--- config.mk ---
export PLATFORM = sky130hd
export DESIGN_NAME = match_event_logger
export DESIGN_NICKNAME = d
export VERILOG_FILES = /design/src/rtl/match_event_logger.sv
export SDC_FILE = /design/constraint.sdc
export NUM_CORES = 1
export LEC_CHECK = 0
export CAP_MARGIN = 0
export CORE_MARGIN = 8
export CORE_UTILIZATION = 48
export CTS_BUF_LIST = sky130_fd_sc_hd__clkbuf_4 sky130_fd_sc_hd__clkbuf_8
export CTS_CLUSTER_SIZE = 30
export DETAILED_ROUTE_END_ITERATION = 8
export GPL_TIMING_DRIVEN = 1
export PLACE_DENSITY = 0.67
export SYNTH_ARGS = -nofsm -noshare
export SYNTH_HDL_FRONTEND = slang
export SYNTH_SLANG_ARGS = --single-unit
export TNS_END_PERCENT = 100
--- constraint.sdc ---
create_clock -name clk -period 7.3 [get_ports clk]
set_clock_uncertainty 0.2 [all_clocks]
set_input_delay 0.73 -clock clk [delete_from_list [all_inputs] [get_ports clk]]
set_output_delay 0.73 -clock clk [all_outputs]
set_load 0.05 [all_outputs]
--- src/rtl/match_event_logger.sv ---
// Counts, timestamps and gap-measures detector matches; each match is pushed into a show-ahead FIFO
// visible right after its edge; a full FIFO with no coincident pop drops the record and sets sticky overflow.
module match_event_logger #(
    parameter int CNT_W = 16,
    parameter int TS_W  = 16,
    parameter int DEPTH = 4
) (
    input  logic                       clk,
    input  logic                       rst,
    input  logic                       in,
    input  logic                       clr,
    output logic                       rec_valid,
    input  logic                       rec_ready,
    output logic [TS_W-1:0]            rec_ts,
    output logic [TS_W-1:0]            rec_gap,
    output logic [CNT_W-1:0]           match_count,
    output logic                       overflow,
    output logic [$clog2(DEPTH):0]     fifo_level
);
    localparam int AW = $clog2(DEPTH);
    localparam int LW = AW + 1;

    logic [TS_W-1:0]  r_ts;
    logic [TS_W-1:0]  r_gc;
    logic [CNT_W-1:0] r_cnt;
    logic             r_ovf;
    logic [AW-1:0]    r_wp;
    logic [AW-1:0]    r_rp;
    logic [LW-1:0]    r_level;
    logic [TS_W-1:0]  r_mem_ts  [DEPTH];
    logic [TS_W-1:0]  r_mem_gap [DEPTH];

    logic w_empty;
    logic w_full;
    logic w_pop;
    logic w_push;

    assign w_empty = (r_level == '0);
    assign w_full  = (r_level == LW'(DEPTH));
    assign w_pop   = !w_empty && rec_ready;
    // A full FIFO still accepts the new record when the head leaves in the same cycle.
    assign w_push  = in && (!w_full || w_pop);

    always_ff @(posedge clk or posedge rst) begin
        if (rst) begin
            r_ts    <= '0;
            r_gc    <= '1;
            r_cnt   <= '0;
            r_ovf   <= 1'b0;
            r_wp    <= '0;
            r_rp    <= '0;
            r_level <= '0;
            for (int i = 0; i < DEPTH; i++) begin
                r_mem_ts[i]  <= '0;
                r_mem_gap[i] <= '0;
            end
        end else if (clr) begin
            r_ts    <= '0;
            r_gc    <= '1;
            r_cnt   <= '0;
            r_ovf   <= 1'b0;
            r_wp    <= '0;
            r_rp    <= '0;
            r_level <= '0;
            for (int i = 0; i < DEPTH; i++) begin
                r_mem_ts[i]  <= '0;
                r_mem_gap[i] <= '0;
            end
        end else begin
            r_ts <= r_ts + TS_W'(1);
            if (in) begin
                r_gc <= TS_W'(1);
                if (r_cnt != '1)
                    r_cnt <= r_cnt + CNT_W'(1);
            end else if (r_gc != '1) begin
                r_gc <= r_gc + TS_W'(1);
            end
            if (in && !w_push)
                r_ovf <= 1'b1;
            if (w_push) begin
                r_mem_ts[r_wp]  <= r_ts;
                r_mem_gap[r_wp] <= r_gc;
                r_wp            <= r_wp + AW'(1);
            end
            if (w_pop)
                r_rp <= r_rp + AW'(1);
            if (w_push && !w_pop)
                r_level <= r_level + LW'(1);
            else if (!w_push && w_pop)
                r_level <= r_level - LW'(1);
        end
    end

    assign rec_valid   = !w_empty;
    assign rec_ts      = w_empty ? '0 : r_mem_ts[r_rp];
    assign rec_gap     = w_empty ? '0 : r_mem_gap[r_rp];
    assign match_count = r_cnt;
    assign overflow    = r_ovf;
    assign fifo_level  = r_level;
endmodule

After elaboration in Yosys (flattened, before gate mapping)
Index checks and enable logic that the tools add are counted.
{ "totals": {"regBits": 184, "input_bits": 5, "word_cells": 82, "output_inout_bits": 53} }
{ "op_classes": {"add_sub_neg": 7, "reduce_logical": 20, "n_lt_le_gt_ge": 3, "bitwise_logic": 2, "n_eq_ne": 3, "mux": 32} }
{ "ops": {"columns": ["op", "count"], "rows": [
  ["$mux 64", 4],
  ["$mux 16", 14],
  ["$bwmux 64", 2],
  ["$bmux 16 s2", 2],
  ["$add 16x1->16 const B", 3],
  ["$demux 16 s2", 1],
  ["$ne 16x16->1 const B", 2],
  ["$reduce_bool 2->1", 5],
  ["$mux 3", 3],
  ["$mux 2", 4],
  ["$ge 3x3->1 const B", 2],
  ["$logic_and 1x1->1", 6],
  ["$not 2->3", 2],
  ["$reduce_bool 3->1", 2],
  ["$add 2x1->2 const B", 2],
  ["$logic_not 1->1", 4],
  ["$add 3x1->3 const B", 1],
  ["$eq 3x3->1 const B", 1],
  ["$logic_not 3->1", 1],
  ["$lt 3x1->1 const B", 1],
  ["$sub 3x1->3 const B", 1],
  ["$mux 1", 2],
  ["$reduce_and 2->1", 1],
  ["$logic_or 1x1->1", 1]
]} }

Logic depth before layout (Yosys ltp)
Gate-level depths: netlist of the first run.
{ "logic_depth": {"depth_word": 10, "depth_mapped": 10, "mapped_depth_nobuf": 9} }

Least setup slack after synthesis of the first run
OpenSTA, ideal clock, no wires.
{ "synth_timing": {"kind": "register to register", "startpoint": "register r_level[0], in the netlist fifo_level[0]", "endpoint": "register r_level[2], in the netlist fifo_level[2]", "setup_time_ps": 132, "setup_slack_ps": 4126, "path_buffers": 2, "path_stages_with_launch": 11, "arrival_ps": 2842, "period_less_slack_ps": 3174, "required_time_ps": 6968, "path_cell_list": "dfrtp_1 > or3_1 > clkbuf_1 > clkbuf_1 > a21oi_1 > fa_1 > nand2b_1 > nor2_1 > nand3b_1 > o221a_2 > nor2_1"} }
{ "synth_between": {"elab_chain_cells": 8, "word_cells_on_any_way": 17, "cone_classes": "add/sub (2); eq/ne (1); mux (3); reduce/logical (11)"} }
{ "synth_rtl": {"columns": ["item", "line", "text"], "rows": [
  ["start: declaration", "29", "logic [LW-1:0] r_level;"],
  ["start signal: assignment", "88", "r_level <= r_level + LW'(1);"],
  ["start signal: assignment", "90", "r_level <= r_level - LW'(1);"],
  ["$logic_not 3->1 (*)", "38", "assign w_empty = (r_level == '0);"],
  ["$logic_not 1->1 (*)", null, null],
  ["net rec_valid", "12", "output logic rec_valid,"],
  ["$logic_and 1x1->1 (*)", "40", "assign w_pop = !w_empty && rec_ready;"],
  ["$logic_or 1x1->1", "42", "assign w_push = in && (!w_full || w_pop);"],
  ["$logic_and 1x1->1", "42", null],
  ["$logic_and 1x1->1 or $logic_not 1->1 (tied branches)", "87, 89", null],
  ["$mux 3 or $logic_and 1x1->1 (tied branches)", "87, 89", null],
  ["$mux 3 or $reduce_bool 3->1 (tied branches)", null, null]
]} }
The timed path passes the listed nets; every way through them passes the cells marked *. The select of a mux whose other input is x is not followed.
A chain may end at the register's enable or synchronous reset.

Final worst setup path of the first run
{ "layout_timing": {"startpoint": "register r_rp[0]", "endpoint": "output rec_gap[7]"} }
{ "layout_between": {"elab_chain_cells": 5} }
{ "layout_rtl": {"columns": ["item", "line", "text"], "rows": [
  ["start: declaration", "28", "logic [AW-1:0] r_rp;"],
  ["start signal: assignment", "86", "r_rp <= r_rp + AW'(1);"],
  ["$not 2->3 (not written as such)", "96", "assign rec_gap = w_empty ? '0 : r_mem_gap[r_rp];"],
  ["$bmux 16 s2", "96", null],
  ["$mux 16 (not written as such) (2 in a row)", "96", null],
  ["$mux 16", "96", null],
  ["end: declaration", "15", "output logic [TS_W-1:0] rec_gap,"]
]} }
Every way passes these cells. The select of a mux whose other input is x is not followed.

==> results of run 1 <==
through the flow:
step / hold slack (ps) / setup slack [ps] / power (mW) / instances
6_report: 323 / 3420 / 2.36 / 1224
3_5_place_dp: 313 / 3580 / 1.71 / 1192
3_3_place_gp: 306 / 3600 / 1.71 / 1192
5_1_grt: 338 / 3260 / 2.47 / 1224
4_1_cts: 326 / 3340 / 2.39 / 1224
2_1_floorplan: 297 / 1400 / 1.55 / 974
layout make-up:
class / count / share of cell area, %
Clock buffer: 21 / 2.77
Sequential cell: 184 / 45.3
Multi-Input combinational cell: 694 / 41.1
Clock inverter: 11 / 0.968
Timing Repair Buffer: 72 / 6.67
Tap cell: 234 / 2.87
Inverter: 8 / 0.343
registers in the layout (all words and copies together), names as in the netlist:
name	flops
r_mem_gap	64
r_mem_ts	64
match_count	16
r_gc	16
r_ts	16
fifo_level	3
r_rp	2
r_wp	2
overflow	1
final timing paths:
kind | startpoint | end | slack (ps) | cells after the start
max | r_rp[0]$_DFFE_PP0P_ | rec_gap[7] | 3420 | 4
min | r_mem_ts[16]$_DFFE_PP0P_ | r_mem_ts[16]$_DFFE_PP0P_ | 320 | 2
max reg2reg | fifo_level[2]$_DFFE_PP0P_ | r_mem_ts[38]$_DFFE_PP0P_ | 4460 | 6
min reg2reg | r_mem_ts[16]$_DFFE_PP0P_ | r_mem_ts[16]$_DFFE_PP0P_ | 320 | 2
max in group asynchronous | rst | r_mem_ts[8]$_DFFE_PP0P_ | 4740 | 3
min in group asynchronous | rst | r_mem_ts[16]$_DFFE_PP0P_ | 640 | 2
worst min-delay path: stages, from the launching register on:
cell and delay (ps):
dfrtp_1 380, nand2_1 50, a21oi_1 50
cell families (layout without fill, tap and decap cells):
group	after synthesis	in the layout	synth area share, %
AO/OA/AOI/OAI	178	178	10.5
XOR/XNOR	33	33	3.13
adder cells (fa/ha/maj)	8	8	1.17
buffers and inverters	96	112	4.48
flip-flops	184	184	50.1
multiplexers	36	36	8.25
AND/OR/NAND/NOR	439	439	22.4
placed cells by master (no fill, tap or decap), drive strengths merged, types with 7 or more instances in the layout:
| master | instances |
|---|---|
| a21oi | 150 |
| and2 | 35 |
| and3 | 7 |
| and4 | 7 |
| buf | 16 |
| clkbuf | 21 |
| clkdlybuf4s50 | 56 |
| dfrtp | 168 |
| dfstp | 16 |
| ha | 7 |
| inv | 9 |
| mux4 | 32 |
| nand2 | 222 |
| nand3 | 78 |
| nand4 | 7 |
| nor2 | 40 |
| nor3 | 14 |
| xnor2 | 19 |
| xor2 | 14 |
layer usage:
layer,track usage (%),share of wire (%)
met1,26.0,45
met2,31.8,49
met3,3.34,4.7
met4,6.72,1.6
met5,0,0
report_power, final:
part / switching (mW) / leakage [nW] / internal (mW)
logic: 0.377 / 1.42 / 0.191
registers: 0.0504 / 2.49 / 1.07
clock network: 0.368 / 0.191 / 0.300
==> qor.yml, run 1 <==
run_status:
  run_status: "complete, no violations"
route:
  drt_wl_total_um: 22700
  ant_nets: 0
  via_per_inst: 5.73
  drtIter0Drc: 500
  wl_per_cell_um: 18.5
  drc: 0
  via_count: 7013
  first_pass_iters: 5
power_and_ir_drop:
  ir_drop_mv: 0.120
  leakage_nw: 4.10
  power.density_mw_per_mm2: 231
logic_synthesis:
  syn_avg_cell_area_um2: 9.47
  yosys.area.top_type: "dfrtp_1"
  yosysSeqAreaShare_pct: 50.1
  yosysMostFrequentCell: "nand2_1"
  synth-async-reset-ratio_pct: 100
  ys_warn_count: 0
  synth_area_mm2: 0.00922
  synth.distinct_cells: 53
  synth_nets: 987
  ys_seq_elements: 184
  synthTopCellsByCount: "221 x nand2_1, 168 x dfrtp_1, 150 x a21oi_1"
  synthTopCellsByArea: "dfrtp_1 46%, nand2_1 9.0%, a21oi_1 8.1%, mux4_2 7.8%, dfstp_2 4.6%"
  synthCells: 974
  synth_top_area_share_pct: 45.6
  synth_edf_count: 0
  synth_ff_type: "dfrtp_1"
setup_path:
  arrival_ps: 2950
  cp-start-kind: "flip-flop"
  crit_buf_inv: 2
  crit_chain: "buf_4, mux4_2, and2_1, clkdlybuf4s50_1"
  crit_required_ps: 6370
  critical_path.top_delay_family: "buffers and inverters"
  cp_slowest_cell: "clkdlybuf4s50_1"
  cp_slowest_stage_delay_ps: 690
  end_kind: "output pin"
  critPathMaxFanout: 34
  path_class: "reg2out"
sta:
  finalCritPeriodShare_pct: 53.2
  rsz0062_at_grt: "no"
  worstMarginPinSlew_ps: 1010
  maxSlewViolCount: 0
  fmax_ghz: 0.258
  maxSlewHeadroom_pct: 32.6
  setup_viol: 0
  min_period_ps: 3880
  hold_viol_final: 0
  fin_tns_setup_ps: 0
final_layout:
  multi_input_area_mm2: 0.00420
  seq_area_mm2: 0.00463
  drive_above_1_share_pct: 12.0
  design_area_mm2: 0.0102
  finalNetCount: 990
  n_antenna_cell: 0
  syn_to_final_growth_pct: 10.7
  fin_util_pct: 54.4
  fillers: 1710
die:
  rows: 50
  die_y_um: 155
  fp.dieW_um: 155
  start_util_pct: 49.1
  ios: 58
  floorplan.die_area_mm2: 0.0239
  core_area_mm2: 0.0188
global_route:
  grt_max_degree: 111
  grt_use_total_pct: 19.6
  grt_pass1_vias: 7011
  grt_pass1_wl_um: 37600
  overflow: 0
  antenna_found_initial: 0
clocking:
  h-tree-depth: 4
  root_buffer: "clkbuf_8"
  insertion_delay_ps: 480
  cts.sinks: 184
  cts_buffers: 17
  hold_buffers: 0
  post_cts_buffers: 0
  clkSlewWorstSetupHoldPaths_ps: 90
  cts_resized: 0
  tritoncts: "yes"
  cts_max_path_buffers: 2
placed_design:
  dp_hpwl_um: 13200
  io_buffers: 57
  placed_area_mm2: 0.00983
  routabilityCongestion: 0.759
min_path:
  worstHoldPathType: "reg2reg"
flow_run:
  cap_violations: 0
(Power assumes the default switching activity.)
==> run 2, diff against run 1 <==
PLACE_DENSITY = 0.69   (was 0.67)
clock period = 3.25 ns   (was 7.3 ns; I/O delays follow)
==> run 2 against run 1 <==
  * Power grew 130%
  * Sequential power grew 130%
  * Highest routed layer unchanged
  * Largest cell class unchanged
  * Sequential cell count stayed put
  * Utilization increased by 1.2 points
==> qor.yml, run 2 (synthesized netlist as in run 1, its figures left out) <==
run_status:
  run_status: "complete, no violations"
power_and_ir_drop:
  intPower_mw: 3.66
  power.density_mw_per_mm2: 525
  total_power_mw: 5.47
  swShare_pct: 33.2
  pwr-share-seq_pct: 46.0
  p_sw_mw: 1.81
  leakage_nw: 4.28
  power_frac_clock_pct: 28.9
  ir_drop_mv: 0.380
  power_frac_comb_pct: 25.1
setup_path:
  path_class: "reg2out"
  reg2reg_depth: 6
  crit_buf_inv: 1
  cp.depth: 2
  critical_path.top_delay_family: "buffers and inverters"
  crit_chain: "or3_1, clkdlybuf4s50_1"
  cp_slowest_cell: "clkdlybuf4s50_1"
  arrival_ps: 2360
  cp_slowest_stage_delay_ps: 800
  critPathMaxFanout: 11
  end_kind: "output pin"
  cp-start-kind: "flip-flop"
  crit_required_ps: 2720
clocking:
  cts.sinks: 184
  cts_max_path_buffers: 2
  post_cts_buffers: 0
  insertion_delay_ps: 460
  tritoncts: "yes"
  h-tree-depth: 4
  cts_buffers: 17
  hold_buffers: 0
  root_buffer: "clkbuf_8"
  clkSlewWorstSetupHoldPaths_ps: 90
  cts_resized: 0
global_route:
  overflow: 0
  grt_pass1_vias: 6852
  grt_pass1_wl_um: 37200
  antenna_found_initial: 0
  grt_max_degree: 83
  grt_use_total_pct: 19.4
die:
  ios: 58
  die_y_um: 155
  floorplan.die_area_mm2: 0.0239
  core_area_mm2: 0.0188
  fp.dieW_um: 155
  start_util_pct: 49.1
  rows: 50
route:
  first_pass_iters: 5
  drc: 0
  drtIter0Drc: 605
  drt_wl_total_um: 22500
  wl_per_cell_um: 18.2
  via_per_inst: 5.75
  ant_nets: 0
  via_count: 7114
final_layout:
  syn_to_final_growth_pct: 13.1
  stdcell_count: 1237
  mostFrequentLayoutCells: "221 x nand2_1, 167 x dfrtp_1, 150 x a21oi_1"
  finalNetCount: 1003
  design_area_mm2: 0.0104
  fin_util_pct: 55.6
  top_regs: "r_mem_gap (64), r_mem_ts (64)"
  mostFrequentLayoutCell: "nand2_1"
  drive_above_1_share_pct: 16.3
  n_antenna_cell: 0
sta:
  setup_viol: 0
  fmax_ghz: 0.347
  finalCritPeriodShare_pct: 88.7
  timing.hold.ws_ps: 37.7
  min_period_ps: 2880
  setup_slack_ps: 368
  rsz0062_at_grt: "no"
  maxSlewViolCount: 0
  fin_tns_setup_ps: 0
  worstMarginPinSlew_ps: 848
  maxSlewHeadroom_pct: 43.4
  hold_viol_final: 0
flow_run:
  cap_violations: 0
placed_design:
  routabilityCongestion: 0.767
  dp_hpwl_um: 13800
  place_ws_ps: 572
  dpl.cell_count: 1205
  placed_area_mm2: 0.0100
  io_buffers: 57
min_path:
  worstHoldPathType: "in2async"
==> run 2: cell count changes in the layout (fill, tap and decap cells not counted), sizes merged <==
| cell | change |
|---|---|
| buf | +45 |
| clkdlybuf4s50 | -32 |
| clkinvlp | +3 |
| clkinv | -2 |
| inv | -2 |
| bufinv | +1 |
==> run 2: final timing paths <==
path                                           start                         to  slack (ps)
setup reg to reg           fifo_level[2]$_DFFE_PP0P_  fifo_level[1]$_DFFE_PP0P_         690
hold / removal                                   rst    r_mem_ts[1]$_DFFE_PP0P_          40
setup / recovery           fifo_level[2]$_DFFE_PP0P_                  rec_valid         370
min in group clk                                 clr       overflow$_DFFE_PP0P_         230
hold reg to reg                 overflow$_DFFE_PP0P_       overflow$_DFFE_PP0P_         290
max in group asynchronous                        rst          r_ts[8]$_DFF_PP0_        2040
==> run 2: worst register-to-register path, stage by stage (launching register included) <==
cell     delay [ps]
dfrtp_1         470
or3_1           620
a21oi_1         260
fa_1            480
o31ai_1         210
a21oi_1         100
a21oi_1         140
==> run 2: area by class of cell <==
cell class	instances	area [µm²]
clock buffers	21	289
clock inverters	11	121
fillers	1680	8340
inverters	8	33.8
multi-input cells	694	4190
flip-flops and latches	184	4630
well taps	234	293
repair buffers	85	873
==> run 2: power by group through the flow <==
| stage | registers [mW] | clock network [mW] | logic (mW) |
|---|---|---|---|
| after global placement | 2.56 | 0 | 1.37 |
| final | 2.52 | 1.58 | 1.37 |
| after global routing | 2.53 | 1.72 | 1.48 |
| after floorplan | 2.55 | 0 | 0.922 |
| after CTS | 2.51 | 1.61 | 1.39 |
| after detailed placement | 2.56 | 0 | 1.39 |
==> run 2: routing by layer <==
metal  up-vias  wire (µm)  GRT usage (%)
met5         -          0              0
met4         0        269           5.13
met3        22       1060           3.82
met2       160      11200           31.5
met1      3583       9960           26.1
li1       3349          -              -
==> patch, RTL diff (flow settings as in run 2) <==
Register the output `fifo_level` once more, cleared by the reset; this adds one clock of latency there. The other outputs are not delayed to match.
--- a/src/rtl/match_event_logger.sv
+++ b/src/rtl/match_event_logger.sv
@@ -97,5 +97,11 @@
     assign match_count = r_cnt;
     assign overflow    = r_ovf;
-    assign fifo_level  = r_level;
+    always_ff @(posedge clk or posedge rst) begin
+        if (rst) begin
+            fifo_level <= '0;
+        end else begin
+            fifo_level <= r_level;
+        end
+    end
 endmodule
 
Check against the original RTL: not equivalent (Yosys sat finds a counterexample within 4 cycles, from zero or initial values and one cycle with rst high).
==> patch against run 2 <==
Sequential cell count grew 3; area after synthesis shrank 6.3%; non-clock buffer count shrank 8; die area shrank 5.6%; final area shrank 6.4%; wire length shrank 8.6%; total power shrank 2.6%; worst setup slack gained 0.0058 ns; core utilization shrank 0.84 points; first-iteration DRC count shrank 21%; maximum frequency grew 0.20%; synthesized cell count shrank 27%.
==> patch: results (changes against run 2) <==
INFO  metric layout_cells_sized_above_1 = 20.3% (+4.1 points)
INFO  metric worstReg2RegStart = r_level[0]
INFO  metric finalNonFillerCells = 976 (-21%)
INFO  metric routabilityCongestion = 0.797 (+3.8%)
INFO  metric pin_count_of_the_biggest_net_entering_global_routing = 85 (+2.4%)
INFO  metric wire_length_of_the_first_global_routing_pass = 34100 um (-8.3%)
INFO  metric vias_per_cell = 6.30 (+9.5%)
INFO  metric status = completed
INFO  metric fin_nets = 747 (-26%)
INFO  metric groute.layer.met3.usage = 4.57% (+0.75 points)
INFO  metric worst_path_largest_cell_delay = 0.74 ns (-0.06 ns)
INFO  metric power.switching_fraction = 31.4% (-1.8 points)
INFO  metric dp.cells = 944 (-22%)
INFO  metric r2r_slack = 0.71 ns (+0.02 ns)
INFO  metric synth_common_cells = dfrtp_1 (171), a22o_1 (128), clkbuf_1 (59)
INFO  metric timing.reg2reg.worst_path_depth = 8 (+2)
INFO  metric drt_first_iter_violations = 478 (-21%)
INFO  metric grtUsageMet1 = 26.0% (-0.067 points)
INFO  metric post_synth.cell_area_avg = 12.1 um^2 (+28%)
INFO  metric wl_met2 = 9990 um (-11%)
INFO  metric post_dp_cell_area = 9350 um^2 (-6.6%)
INFO  metric regToRegEndpoint = r_level[2]
INFO  metric grt_pass1_vias = 6444 (-6.0%)
INFO  metric post-dp-hpwl = 12500 um (-9.1%)
INFO  metric worstPathMaxFanout = 35 (+24)
INFO  metric met1_wire_length = 9050 um (-9.1%)
INFO  metric synth_sequential_area_ratio = 54.4% (+4.2 points)
INFO  metric global_route.usage.met2 = 30.1% (-1.4 points)
## patch: cells by family (layout without fill, tap and decap cells)
logic type / Yosys count / count (layout) / synth area share [%]
AO/OA/AOI/OAI: 199 / 199 / 17.9
flip-flops: 187 / 187 / 54.4
AND/OR/NAND/NOR: 166 / 166 / 10.9
buffers and inverters: 91 / 124 / 4.07
multiplexers: 35 / 35 / 8.68
XOR/XNOR: 28 / 28 / 2.84
adder cells (fa/ha/maj): 8 / 8 / 1.24
## patch: power by group through the flow
stage          clock network, mW  logic (mW)  registers, mW
3_5_place_dp                   0        1.17           2.63
6_report                    1.58        1.15           2.59
2_1_floorplan                  0       0.839           2.60
4_1_cts                     1.61        1.17           2.59
5_1_grt                     1.71        1.25           2.61
3_3_place_gp                   0        1.15           2.62
## patch: layout make-up
cell class	count	area, um^2
sequential	187	4700
clock buffer	23	298
multi-input combinational	436	3610
inverter	15	60.1
tap	229	287
timing repair buffer	77	698
clock inverter	9	111
fill	1461	8080
